<file path="src/rtl/rr_arb_2x1_reg_pkg.sv">
// Shared definitions for the registered two-source round-robin arbiter.
// Holds the output-register state encoding and the source index constants.
package rr_arb_2x1_reg_pkg;

  localparam logic ST_EMPTY = 1'b0;
  localparam logic ST_FULL  = 1'b1;

  localparam logic SRC0 = 1'b0;
  localparam logic SRC1 = 1'b1;

  // The state encoding equals out_valid, so the output flag is just the state bit.
  typedef enum logic {
    EMPTY = ST_EMPTY,
    FULL  = ST_FULL
  } arb_state_t;

endpackage

</file>
<file path="src/rtl/rr_arb_2x1_reg_if.sv">
// Handshake bundle for rr_arb_2x1_reg.
// Two valid/ready producer channels (in0_*, in1_*) and one valid/ready
// consumer channel (out_*), which also carries the source index of the word.
//   slave  : arbiter side (takes producer words, drives the consumer)
//   master : environment side (drives producers, acts as the consumer)
interface rr_arb_2x1_reg_if #(
  parameter int n = 3
);
  logic         in0_valid;
  logic [n-1:0] in0_data;
  logic         in0_ready;
  logic         in1_valid;
  logic [n-1:0] in1_data;
  logic         in1_ready;
  logic         out_valid;
  logic [n-1:0] out_data;
  logic         out_src;
  logic         out_ready;

  modport slave (
    input  in0_valid, in0_data, in1_valid, in1_data, out_ready,
    output in0_ready, in1_ready, out_valid, out_data, out_src
  );

  modport master (
    output in0_valid, in0_data, in1_valid, in1_data, out_ready,
    input  in0_ready, in1_ready, out_valid, out_data, out_src
  );
endinterface

</file>
<file path="src/rtl/rr_arb_2x1_reg_mux.sv">
// 2:1 n-bit word multiplexer.
// Ports: w0, w1 - input words; s - select (0 -> w0, 1 -> w1); f - selected word.
module mux_2x1_nbit #(
  parameter int n = 3
) (
  input  logic [n-1:0] w0,
  input  logic [n-1:0] w1,
  input  logic         s,
  output logic [n-1:0] f
);

  assign f = s ? w1 : w0;

endmodule

</file>
<file path="src/rtl/rr_arb_2x1_reg.sv">
// Registered two-source round-robin arbiter.
// Grants one of two valid/ready producers per cycle and captures the chosen
// word in a one-deep output register toward a single valid/ready consumer.
// Ports:
//   clk   - rising-edge clock
//   reset - asynchronous, active-high reset
//   bus   - rr_arb_2x1_reg_if.slave (producer and consumer handshakes)
//
// state | meaning
// EMPTY | output register holds no word, any valid source may load
// FULL  | output register holds a word (out_valid=1)
module rr_arb_2x1_reg
  import rr_arb_2x1_reg_pkg::*;
#(
  parameter int n = 3
) (
  input  logic             clk,
  input  logic             reset,
  rr_arb_2x1_reg_if.slave  bus
);

  arb_state_t   state_q;
  logic         last_q;
  logic [n-1:0] data_q;
  logic         src_q;

  logic         load;
  logic         grant;
  logic         rdy0;
  logic         rdy1;
  logic         accept;
  logic [n-1:0] mux_f;

  // A new word may enter when the register is empty or is being drained now.
  assign load = (state_q == EMPTY) | bus.out_ready;

  // Under contention the source that did not win last time gets the grant.
  always_comb begin
    grant = SRC0;
    if (bus.in0_valid & bus.in1_valid) begin
      grant = ~last_q;
    end else if (bus.in1_valid) begin
      grant = SRC1;
    end
  end

  assign rdy0   = load & bus.in0_valid & (grant == SRC0);
  assign rdy1   = load & bus.in1_valid & (grant == SRC1);
  assign accept = rdy0 | rdy1;

  mux_2x1_nbit #(.n(n)) u_mux (
    .w0 (bus.in0_data),
    .w1 (bus.in1_data),
    .s  (grant),
    .f  (mux_f)
  );

  always_ff @(posedge clk or posedge reset) begin
    if (reset) begin
      state_q <= EMPTY;
      last_q  <= SRC1;
      data_q  <= '0;
      src_q   <= SRC0;
    end else begin
      case (state_q)
        EMPTY: begin
          if (accept) begin
            state_q <= FULL;
            data_q  <= mux_f;
            src_q   <= grant;
            last_q  <= grant;
          end
        end
        FULL: begin
          // Drain and accept in the same cycle replaces the word with no bubble.
          if (accept) begin
            data_q <= mux_f;
            src_q  <= grant;
            last_q <= grant;
          end else if (bus.out_ready) begin
            state_q <= EMPTY;
          end
        end
        default: state_q <= EMPTY;
      endcase
    end
  end

  assign bus.in0_ready = rdy0;
  assign bus.in1_ready = rdy1;
  assign bus.out_valid = (state_q == FULL);
  assign bus.out_data  = data_q;
  assign bus.out_src   = src_q;

endmodule
</file>
<file path="src/flat_wrapper.sv">
// flat-port wrapper written by rule: the top's interface ports become plain ports
module rr_arb_2x1_reg_flat import rr_arb_2x1_reg_pkg::*;
#(
  parameter int n = 3
)
  (clk, reset, bus_in0_valid, bus_in0_data, bus_in1_valid, bus_in1_data, bus_out_ready, bus_in0_ready, bus_in1_ready, bus_out_valid, bus_out_data, bus_out_src);
  rr_arb_2x1_reg_if #(.n(n)) bus_i ();
  input  logic clk;
  input  logic reset;
  input wire logic [$bits(bus_i.in0_valid)-1:0] bus_in0_valid;
  input wire logic [$bits(bus_i.in0_data)-1:0] bus_in0_data;
  input wire logic [$bits(bus_i.in1_valid)-1:0] bus_in1_valid;
  input wire logic [$bits(bus_i.in1_data)-1:0] bus_in1_data;
  input wire logic [$bits(bus_i.out_ready)-1:0] bus_out_ready;
  output wire logic [$bits(bus_i.in0_ready)-1:0] bus_in0_ready;
  output wire logic [$bits(bus_i.in1_ready)-1:0] bus_in1_ready;
  output wire logic [$bits(bus_i.out_valid)-1:0] bus_out_valid;
  output wire logic [$bits(bus_i.out_data)-1:0] bus_out_data;
  output wire logic [$bits(bus_i.out_src)-1:0] bus_out_src;
  assign bus_i.in0_valid = bus_in0_valid;
  assign bus_i.in0_data = bus_in0_data;
  assign bus_i.in1_valid = bus_in1_valid;
  assign bus_i.in1_data = bus_in1_data;
  assign bus_i.out_ready = bus_out_ready;
  assign bus_in0_ready = bus_i.in0_ready;
  assign bus_in1_ready = bus_i.in1_ready;
  assign bus_out_valid = bus_i.out_valid;
  assign bus_out_data = bus_i.out_data;
  assign bus_out_src = bus_i.out_src;
  rr_arb_2x1_reg #(.n(n)) u_core (.clk(clk), .reset(reset), .bus(bus_i));
endmodule
</file>
<file path="config.mk">
export PLATFORM = sky130hd
export DESIGN_NAME = rr_arb_2x1_reg_flat
export DESIGN_NICKNAME = d
export VERILOG_FILES = /design/src/rtl/rr_arb_2x1_reg_pkg.sv /design/src/rtl/rr_arb_2x1_reg_if.sv /design/src/rtl/rr_arb_2x1_reg_mux.sv /design/src/rtl/rr_arb_2x1_reg.sv /design/src/flat_wrapper.sv
export SDC_FILE = /design/constraint.sdc
export NUM_CORES = 1
export LEC_CHECK = 0
export CAP_MARGIN = 0
export CORE_AREA = 2 2 39 41
export CTS_BUF_LIST = sky130_fd_sc_hd__clkbuf_8
export CTS_CLUSTER_SIZE = 10
export DETAILED_ROUTE_END_ITERATION = 12
export DIE_AREA = 0 0 41 43
export PLACE_DENSITY = 0.54
export SKIP_CTS_REPAIR_TIMING = 1
export SYNTH_ARGS = -nofsm -noshare
export SYNTH_HDL_FRONTEND = slang
export SYNTH_SLANG_ARGS = --single-unit
</file>
<file path="constraint.sdc">
create_clock -name clk -period 1.9 [get_ports clk]
set_clock_uncertainty 0.15 [all_clocks]
set_input_delay 0.19 -clock clk [delete_from_list [all_inputs] [get_ports clk]]
set_output_delay 0.19 -clock clk [all_outputs]
set_load 0.01 [all_outputs]
</file>
Word level (Yosys, flattened, before mapping)
Cells that the tools add are included.

word-level totals
  bits of input ports = 11
  logic and storage cells = 23
  output and inout bits = 7
  bits in registers = 6

operators by class
  muxes and demuxes = 9
  bitwise logic cells = 10

operators with widths
  operator                            count
  2-to-1 mux 1 bit                    6
  2-to-1 mux 3 bit                    2
  AND 1 bit                           5
  inverter 1 bit                      3
  bitwise OR 1 bit                    2
  one-hot mux 1 bit (2 select lines)  1

Longest topological paths before layout
Gate-level depths: netlist of the first run.

  depth after elaboration = 7
  gate-level depth with buffers = 3
  depth with buffers taken out = 3

Cells and area by module
Synthesis of the first run repeated with hierarchy kept, for this count alone.

second synthesis, totals
  cells, all modules = 28
  area total of the unflattened synthesis = 344.1 µm²

by module, submodules not included
  module          cells each  area each (µm²)  times used
  rr_arb_2x1_reg  25          310.3            1
  mux_2x1_nbit    3           33.8             1

Worst setup path before layout of the first run
No wires, ideal clock.

  path type = reg2reg
  start point = register u_core.last_q
  end point = register u_core.data_q[0] (netlist: u_core.bus.out_data[0])
  data required time = 1.625 ns
  setup slack = 0.420 ns
  arrival time = 1.205 ns
  cell stages (with the launch flop) = 4
  path buffers = 0
  cell sequence = dfstp_2 -> a21bo_4 -> mux2_4 -> mux2_2

on the way
  word-level cells in the longest chain between the ends = 5
  elaborated cells between the ends (all ways) = 8

ends and longest elaborated chain
  what                    line                  source
  from (decl)             rr_arb_2x1_reg.sv:23  logic last_q;
  from (signal assigned)  rr_arb_2x1_reg.sv:71  last_q <= grant;
  from (signal assigned)  rr_arb_2x1_reg.sv:79  last_q <= grant;
  inverter 1 bit *        rr_arb_2x1_reg.sv:41  grant = ~last_q;
  2-to-1 mux 1 bit *      rr_arb_2x1_reg.sv:40  if (bus.in0_valid & bus.in1_valid) begin
  inverter 1 bit          rr_arb_2x1_reg.sv:47  assign rdy0 = load & bus.in0_valid & (grant == SRC0);
  AND 1 bit               rr_arb_2x1_reg.sv:47
  bitwise OR 1 bit        rr_arb_2x1_reg.sv:49  assign accept = rdy0 | rdy1;
  to (signal assigned)    rr_arb_2x1_reg.sv:69  data_q <= mux_f;
  to (signal assigned)    rr_arb_2x1_reg.sv:77  data_q <= mux_f;
  to (decl)               rr_arb_2x1_reg.sv:24  logic [n-1:0] data_q;

Every way passes the cells marked *; elsewhere a longest branch is shown, timed or not. The select of a mux whose other input is x is not followed.
A chain may end at the register's enable or synchronous reset.

Worst setup path after layout of the first run
  start point = input port bus_in1_valid
  end point = register u_core.data_q[1] (netlist: u_core.bus.out_data[1])

on the way
  word-level cells in the longest chain between the ends = 5
  elaborated cells between the ends (all ways) = 10

ends and longest elaborated chain
  what                                                  line                                        source
  from (decl)                                           flat_wrapper.sv:12                          input wire logic [$bits(bus_i.in1_valid)-1:0] bus_in1_valid;
  2-to-1 mux 1 bit / AND 1 bit (equally long branches)  rr_arb_2x1_reg.sv:42, rr_arb_2x1_reg.sv:40
  2-to-1 mux 1 bit                                      rr_arb_2x1_reg.sv:40
  inverter 1 bit                                        rr_arb_2x1_reg.sv:47
  AND 1 bit                                             rr_arb_2x1_reg.sv:47
  bitwise OR 1 bit                                      rr_arb_2x1_reg.sv:49

Parallel ways exist; a longest one is shown, timed or not. The select of a mux whose other input is x is not followed.

==> reports/qor.csv, run 1 <==
stage,metric,value,unit
outcome,status,"complete, no violations",
die,DIE WIDTH,41,um
finish,Non-Filler Instances,63,
clocking,"Clk pin slew, worst setup/hold paths",40,ps
sta,FMAX,593,MHz
clocking,number of clock sinks,6,
die,die area,1760,um^2
power_and_ir_drop,leakage power,0.000283,uW
clocking,CTS H-tree depth,1,
setup_path,CP arrival,1640,ps
global_routing,initial antenna violation count,0,
synth,sequential element share of the synthesized area,49.8,%
setup_path,Worst Reg-to-Reg Cells,4,
clocking,Clock Path Buffers,2,
route,Starting DRT DRC Count,0,
run,Max Cap Violations,0,
sta,Setup TNS,0,ps
sta,Worst slew margin,63.9,%
synth,Syn Nets,34,
setup_path,CP startpoint kind,input port,
synth,Mapped Avg Cell Area,13.2,um^2
synth,Ys Warns,0,
synth,Mapped Area,304,um^2
route,via total after detailed routing,263,
route,DR vias/cell,4.17,
setup_path,CP required,1860,ps
global_routing,grt total ovfl,0,
die,Core ar.,1380,um^2
route,remaining antenna violation count after routing,0,
clocking,CTS buffer count,3,
power_and_ir_drop,total power,521,uW
synth,Seq cells post-synth,6,
route,DR pass1 iterations,1,
setup_path,reg-to-reg startpoint,u_core.last_q$_DFFE_PP1P_,
clocking,CTS tree,done,
die,std cell rows,14,
finish,share of cells above drive strength 1,34.0,%
placed_design,IO Port Bufs,17,
sta,RSZ-0062 raised after global routing,no,
global_routing,GRT Resource Usage Total,10.4,%
finish,Final #Nets,59,
global_routing,vias in the first global route,272,
sta,"Hold Violations, Final",0,
setup_path,reg2reg setup slack,290,ps
placed_design,RePlAce Congestion,0.661,
die,chip height,43,um
sta,Setup Viol. Count Final,0,
route,drt wl/cell,12.0,um
setup_path,Critical Path End Type,flip-flop,
global_routing,first-pass GRT wire length,1170,um
finish,Synth-to-Final Area Change,86.4,%
synth,share of the synthesized area in the top cell type,41.2,%
die,# IOs,18,
setup_path,worst setup path class,input port to flip-flop,
sta,"Slew Viols, Final",0,
route,DRC,0,
setup_path,Critical R2R Capture,u_core.bus.out_data[1]$_DFFE_PP0P_,
clocking,worst skew pair latency,230,ps
die,Starting Density,22.0,%
clocking,clk root buf,clkbuf_8,
sta,crit path time final,1690,ps
power_and_ir_drop,Power Dens Cells,919,nW/um^2
min_path,Hold Crit Class,input port to asynchronous set/reset pin,
power_and_ir_drop,worst vdd ir,435,uV
synth,Synth area leaders,"dfrtp_1, mux2_4, mux2_2",
finish,diode count,0,
route,Post-Route WL,754,um
placed_design,DP Cell Count,59,
synth,Mapped Cells,23,
finish,layout filler cell count,132,
sta,Slew @ Worst Pin,536,ps
global_routing,largest net degree at the start of global routing,7,
synth,largest area contributor in the netlist,dfrtp_1,
setup_path,CP Max Fanout,3,
sta,final cycle utilization of the critical path,88.8,%
synth,number of distinct library cells after synthesis,14,
## worst max-delay path: stages
cell and delay (ps):
clkdlybuf4s50_1 510, a21bo_4 250, buf_4 150, mux2_4 290, mux2_2 260
## cells in the final DEF (no fill, tap or decap)
master           netlist  layout
mux2_4                 3       3
mux2_2                 3       3
inv_1                  1       2
clkbuf_8               0       3
nand2b_1               1       1
a21o_1                 1       1
a21bo_4                1       1
o21ai_0                1       1
and3_2                 1       1
a21oi_1                1       1
buf_4                  0       3
dfstp_2                1       1
and2b_2                1       1
dlymetal6s2s_1         0       2
nand2_1                2       2
a31oi_1                1       1
clkdlybuf4s50_1        0      15
dfrtp_1                5       5
## sequential cells by signal, summed over array words and instances (netlist names)
register              count
u_core.bus.out_data       3
u_core.bus.out_src        1
u_core.bus.out_valid      1
u_core.last_q             1
## per-stage QoR
stage          worst slack (ps)  utilization [%]  hold slack, ps  instance area (um^2)
4_1_cts                    -133             40.6            48.3                   562
3_3_place_gp              -85.0             37.3             279                   517
6_report                    213             41.0            42.0                   567
2_1_floorplan               420                -            -170                   304
3_5_place_dp               -129             37.3             279                   517
5_1_grt                    41.4             41.0            73.7                   567
## where the power goes
part | switching (uW) | internal (uW)
combinational | 51.4 | 100
clock | 56.2 | 139
sequential | 16.2 | 158
## layer usage
metal	up-vias	GRT usage, %	wire length (um)
met3	2	4.71	89
met4	0	6.00	10
met2	20	16.3	341
met5	-	0	0
li1	128	-	-
met1	113	10.8	313
## logic make-up (layout without fill, tap and decap cells)
family                 count (synthesis)  in the layout  share of synthesized area, %
muxes                                  6              6                          25.9
DFF                                    6              6                          49.8
AOI/OAI and AO/OA                      5              5                          13.2
and+or+nand+nor                        5              5                          9.88
buffers and inverters                  1             25                          1.23
## layout make-up
type	instances	area (um^2)	share of cell area, %
well taps	16	20.0	3.53
inverters	1	3.75	0.662
repair buffers	20	198	34.9
multi-input cells	16	149	26.3
clock inverters	1	3.75	0.662
flip-flops and latches	6	151	26.7
clock buffers	3	41.3	7.28
## synthesized netlist by cell type (all sizes together)
cell and number:
and2b 1, a21bo 1, nand2b 1, a21oi 1
dfrtp 5, o21ai 1, mux2 6, inv 1
dfstp 1, and3 1, a21o 1, nand2 2
a31oi 1
## worst max-delay path by stage
stage / start / endpoint / slack [ps] / depth (start not counted)
final: bus_in1_valid / u_core.bus.out_data[1]$_DFFE_PP0P_ / 210 / 5
after global routing: bus_in0_valid / u_core.bus.out_data[0]$_DFFE_PP0P_ / 40 / 4
after detailed placement: bus_in1_valid / bus_in1_ready / -130 / 4
after CTS: bus_in1_valid / bus_in1_ready / -130 / 4
after floorplan: u_core.last_q$_DFFE_PP1P_ / u_core.bus.out_data[0]$_DFFE_PP0P_ / 420 / 3
after global placement: bus_in1_valid / bus_in1_ready / -90 / 4
Note: power is estimated with default switching activity, not from simulation.
==> run 2, diff against run 1 <==
--- a/config.mk
+++ b/config.mk
@@ -5,6 +5,7 @@
 export SDC_FILE = /design/constraint.sdc
 export NUM_CORES = 1
 export LEC_CHECK = 0
+export ABC_AREA = 1
 export CAP_MARGIN = 0
 export CORE_AREA = 2 2 39 41
 export CTS_BUF_LIST = sky130_fd_sc_hd__clkbuf_8
@@ -12,7 +13,6 @@
 export DETAILED_ROUTE_END_ITERATION = 12
 export DIE_AREA = 0 0 41 43
 export PLACE_DENSITY = 0.54
-export SKIP_CTS_REPAIR_TIMING = 1
 export SYNTH_ARGS = -nofsm -noshare
 export SYNTH_HDL_FRONTEND = slang
 export SYNTH_SLANG_ARGS = --single-unit
==> run 2 against run 1 <==
  * Synthesized cell count increased by 70%
  * Via count increased by 22%
  * Worst setup slack lost 59 ps
  * Register-to-register slack gained 320 ps
  * Utilization unchanged
  * Clock power increased by 2%
  * Maximum frequency is 3.4% lower
  * Sequential share of layout area is the same
  * Synthesized area is 1.6% lower
  * Die area unchanged
==> reports/qor.csv, run 2 <==
stage,metric,value,unit,change
outcome,status,"complete, no violations",,unchanged
finish,diode count,0,,unchanged
setup_path,worst setup path class,input port to output port,,was input port to flip-flop
global_routing,initial antenna violation count,0,,unchanged
clocking,number of clock sinks,6,,unchanged
synth,number of distinct library cells after synthesis,8,,was 14
die,Core ar.,1380,um^2,unchanged
sta,Worst slew margin,85.9,%,was 63.9%
die,die area,1760,um^2,unchanged
die,Starting Density,21.6,%,was 22.0%
route,DR vias/cell,4.01,,was 4.17
route,drt wl/cell,9.68,um,was 12.0 um
sta,RSZ-0062 raised after global routing,no,,unchanged
die,chip height,43,um,unchanged
synth,Seq cells post-synth,6,,unchanged
setup_path,CP startpoint kind,input port,,unchanged
sta,"Slew Viols, Final",0,,unchanged
route,DR pass1 iterations,2,,was 1
synth,Mapped Cells,39,,was 23
sta,Setup TNS,0,ps,unchanged
die,std cell rows,14,,unchanged
route,remaining antenna violation count after routing,0,,unchanged
sta,crit path time final,1750,ps,was 1690 ps
synth,Post-synth ARST share,100,%,unchanged
finish,share of cells above drive strength 1,18.8,%,was 34.0%
finish,Layout Utilization,41.0,%,unchanged
sta,"Hold Violations, Final",0,,unchanged
route,Post-Route WL,774,um,was 754 um
route,via total after detailed routing,321,,was 263
power_and_ir_drop,Power Dens Cells,913,nW/um^2,was 919 nW/um^2
synth,Post-synth EDFFs,0,,unchanged
die,DIE WIDTH,41,um,unchanged
power_and_ir_drop,worst vdd ir,380,uV,was 435 uV
global_routing,GRT Resource Usage Total,9.81,%,was 10.4%
global_routing,first-pass GRT wire length,1100,um,was 1170 um
synth,Ys Warns,0,,unchanged
sta,FMAX,573,MHz,was 593 MHz
route,Starting DRT DRC Count,4,,was 0
synth,sequential element share of the synthesized area,50.6,%,was 49.8%
setup_path,crit-path max cell delay,520,ps,was 510 ps
synth,share of the synthesized area in the top cell type,41.8,%,was 41.2%
min_path,Hold Crit Class,input port to asynchronous set/reset pin,,unchanged
clocking,clk root buf,clkbuf_8,,unchanged
finish,Synth-to-Final Area Change,89.5,%,was 86.4%
placed_design,IO Port Bufs,17,,unchanged
synth,Post-synth top flop,dfrtp_1,,unchanged
finish,Largest register FFs,3,,unchanged
setup_path,CP required,1560,ps,was 1860 ps
synth,Mapped Area,299,um^2,was 304 um^2
finish,most frequent cells in the layout,"nand2_1, clkdlybuf4s50_1, nand3_1",,"was clkdlybuf4s50_1, dfrtp_1"
synth,largest area contributor in the netlist,dfrtp_1,,unchanged
synth,"count leader, synth",nand2_1,,was dfrtp_1
finish,"commonest non-fill, non-tap cell in the layout",nand2_1,,was clkdlybuf4s50_1
sta,final cycle utilization of the critical path,91.9,%,was 88.8%
clocking,"Clk pin slew, worst setup/hold paths",40,ps,about the same
global_routing,grt total ovfl,0,,unchanged
sta,Setup Viol. Count Final,0,,unchanged
setup_path,Critical Path End Type,output port,,was flip-flop
global_routing,vias in the first global route,289,,was 272
setup_path,crit path cell chain,clkdlybuf4s50_1 -> inv_1 -> nand2_2 -> nand3_2 -> inv_1 -> clkdlybuf4s50_1,,was clkdlybuf4s50_1 -> a21bo_4 -> buf_4 -> mux2_4 -> mux2_2
placed_design,RePlAce Congestion,0.667,,was 0.661
sta,Slew @ Worst Pin,212,ps,was 536 ps
synth,Mapped Avg Cell Area,7.67,um^2,was 13.2 um^2
clocking,Clock Path Buffers,2,,unchanged
clocking,CTS buffer count,3,,unchanged
run,Max Cap Violations,0,,unchanged
clocking,CTS tree,done,,unchanged
placed_design,Post-DP HPWL,583,um,
synth,Synth area leaders,"dfrtp_1, nand2_1, nand3_1",,"was dfrtp_1, mux2_4, mux2_2"
die,# IOs,18,,unchanged
power_and_ir_drop,leakage power,0.000303,uW,was 0.000283 uW
setup_path,CP arrival,1410,ps,was 1640 ps
setup_path,critical path's slowest cell,clkdlybuf4s50_1,,unchanged
setup_path,CP Max Fanout,3,,unchanged
route,DRC,0,,unchanged
synth,Commonest cells post-synth,"nand2_1, nand3_1, dfrtp_1",,"was dfrtp_1, mux2_2, mux2_4"
synth,Syn Nets,50,,was 34
finish,Final #Nets,76,,was 59
clocking,worst skew pair latency,220,ps,was 230 ps
clocking,CTS H-tree depth,1,,unchanged
global_routing,largest net degree at the start of global routing,8,,was 7
-- run 2: cell count changes in the layout (fill, tap and decap cells not counted), moves of 2 or more --
cell,change
nand3_1,+7
nand2_2,+3
inv_1,+2
nand2_1,+16
mux2_2,-3
mux2_4,-3
-- run 2: worst paths after layout --
check	start	to	slack (ps)	cells past startpoint
max	bus_out_ready	bus_in1_ready	150	6
min	reset	u_core.bus.out_src$_DFFE_PP0P_	20	2
max reg2reg	u_core.last_q$_DFFE_PP1P_	u_core.bus.out_data[0]$_DFFE_PP0P_	610	7
min reg2reg	u_core.bus.out_src$_DFFE_PP0P_	u_core.bus.out_src$_DFFE_PP0P_	320	2
max in group asynchronous	reset	u_core.last_q$_DFFE_PP1P_	1330	2
min in group clk	u_core.bus.out_src$_DFFE_PP0P_	u_core.bus.out_src$_DFFE_PP0P_	320	2
-- run 2: cells by family (layout without fill, tap and decap cells) --
kind of cell | Yosys count | count (layout) | synth area share [%]
DFF | 6 | 6 | 50.6
AOI/OAI and AO/OA | 1 | 1 | 1.67
buffers and inverters | 3 | 28 | 3.77
and+or+nand+nor | 29 | 29 | 43.9
-- run 2: cell type report --
| cell class | count | area [um^2] |
|---|---|---|
| clock inverters | 1 | 3.75 |
| well taps | 16 | 20.0 |
| multi-input cells | 30 | 136 |
| repair buffers | 21 | 203 |
| clock buffers | 3 | 41.3 |
| inverters | 3 | 11.3 |
| flip-flops and latches | 6 | 151 |
| fillers | 142 | 817 |
-- run 2: metrics by stage --
stage | cell area (um^2) | hold WS, ps | setup WS [ps] | power [uW] | cells
floorplan | 299 | -170 | 677 | 230 | 39
global placement | 519 | 269 | 59.9 | 321 | 76
detailed placement | 519 | 274 | 42.7 | 321 | 76
CTS | 564 | 26.7 | 20.2 | 525 | 80
global route | 567 | 58.4 | 87.6 | 543 | 80
finish | 567 | 16.5 | 155 | 517 | 80
-- run 2: timing repair --
| item | in CTS | in global routing |
|---|---|---|
| hold buffers | 0 | 0 |
| buffers inserted | 0 | 0 |
| endpoints found under the hold margin | 0 | 0 |
| endpoints found under the setup margin | 0 | 1 |
| gates resized for setup | 0 | 1 |
-- run 2: power by group --
part	total [uW]	switching (uW)	internal, uW
sequential	169	13.6	155
combinational	150	64.5	85.2
clock	199	59.7	139
total	517	138	380
-- run 2: critical path, delay by kind of cell --
family,cells,cell delay [ps]
buffers and inverters,4,1070
and+or+nand+nor,2,140
-- run 2: routing by layer --
metal | up-vias | track usage, % | share of wire, %
li1 | 172 | - | -
met1 | 134 | 12.2 | 42
met2 | 13 | 11.3 | 41
met3 | 2 | 4.71 | 14
met4 | 0 | 10.0 | 2.8
met5 | - | 0 | 0
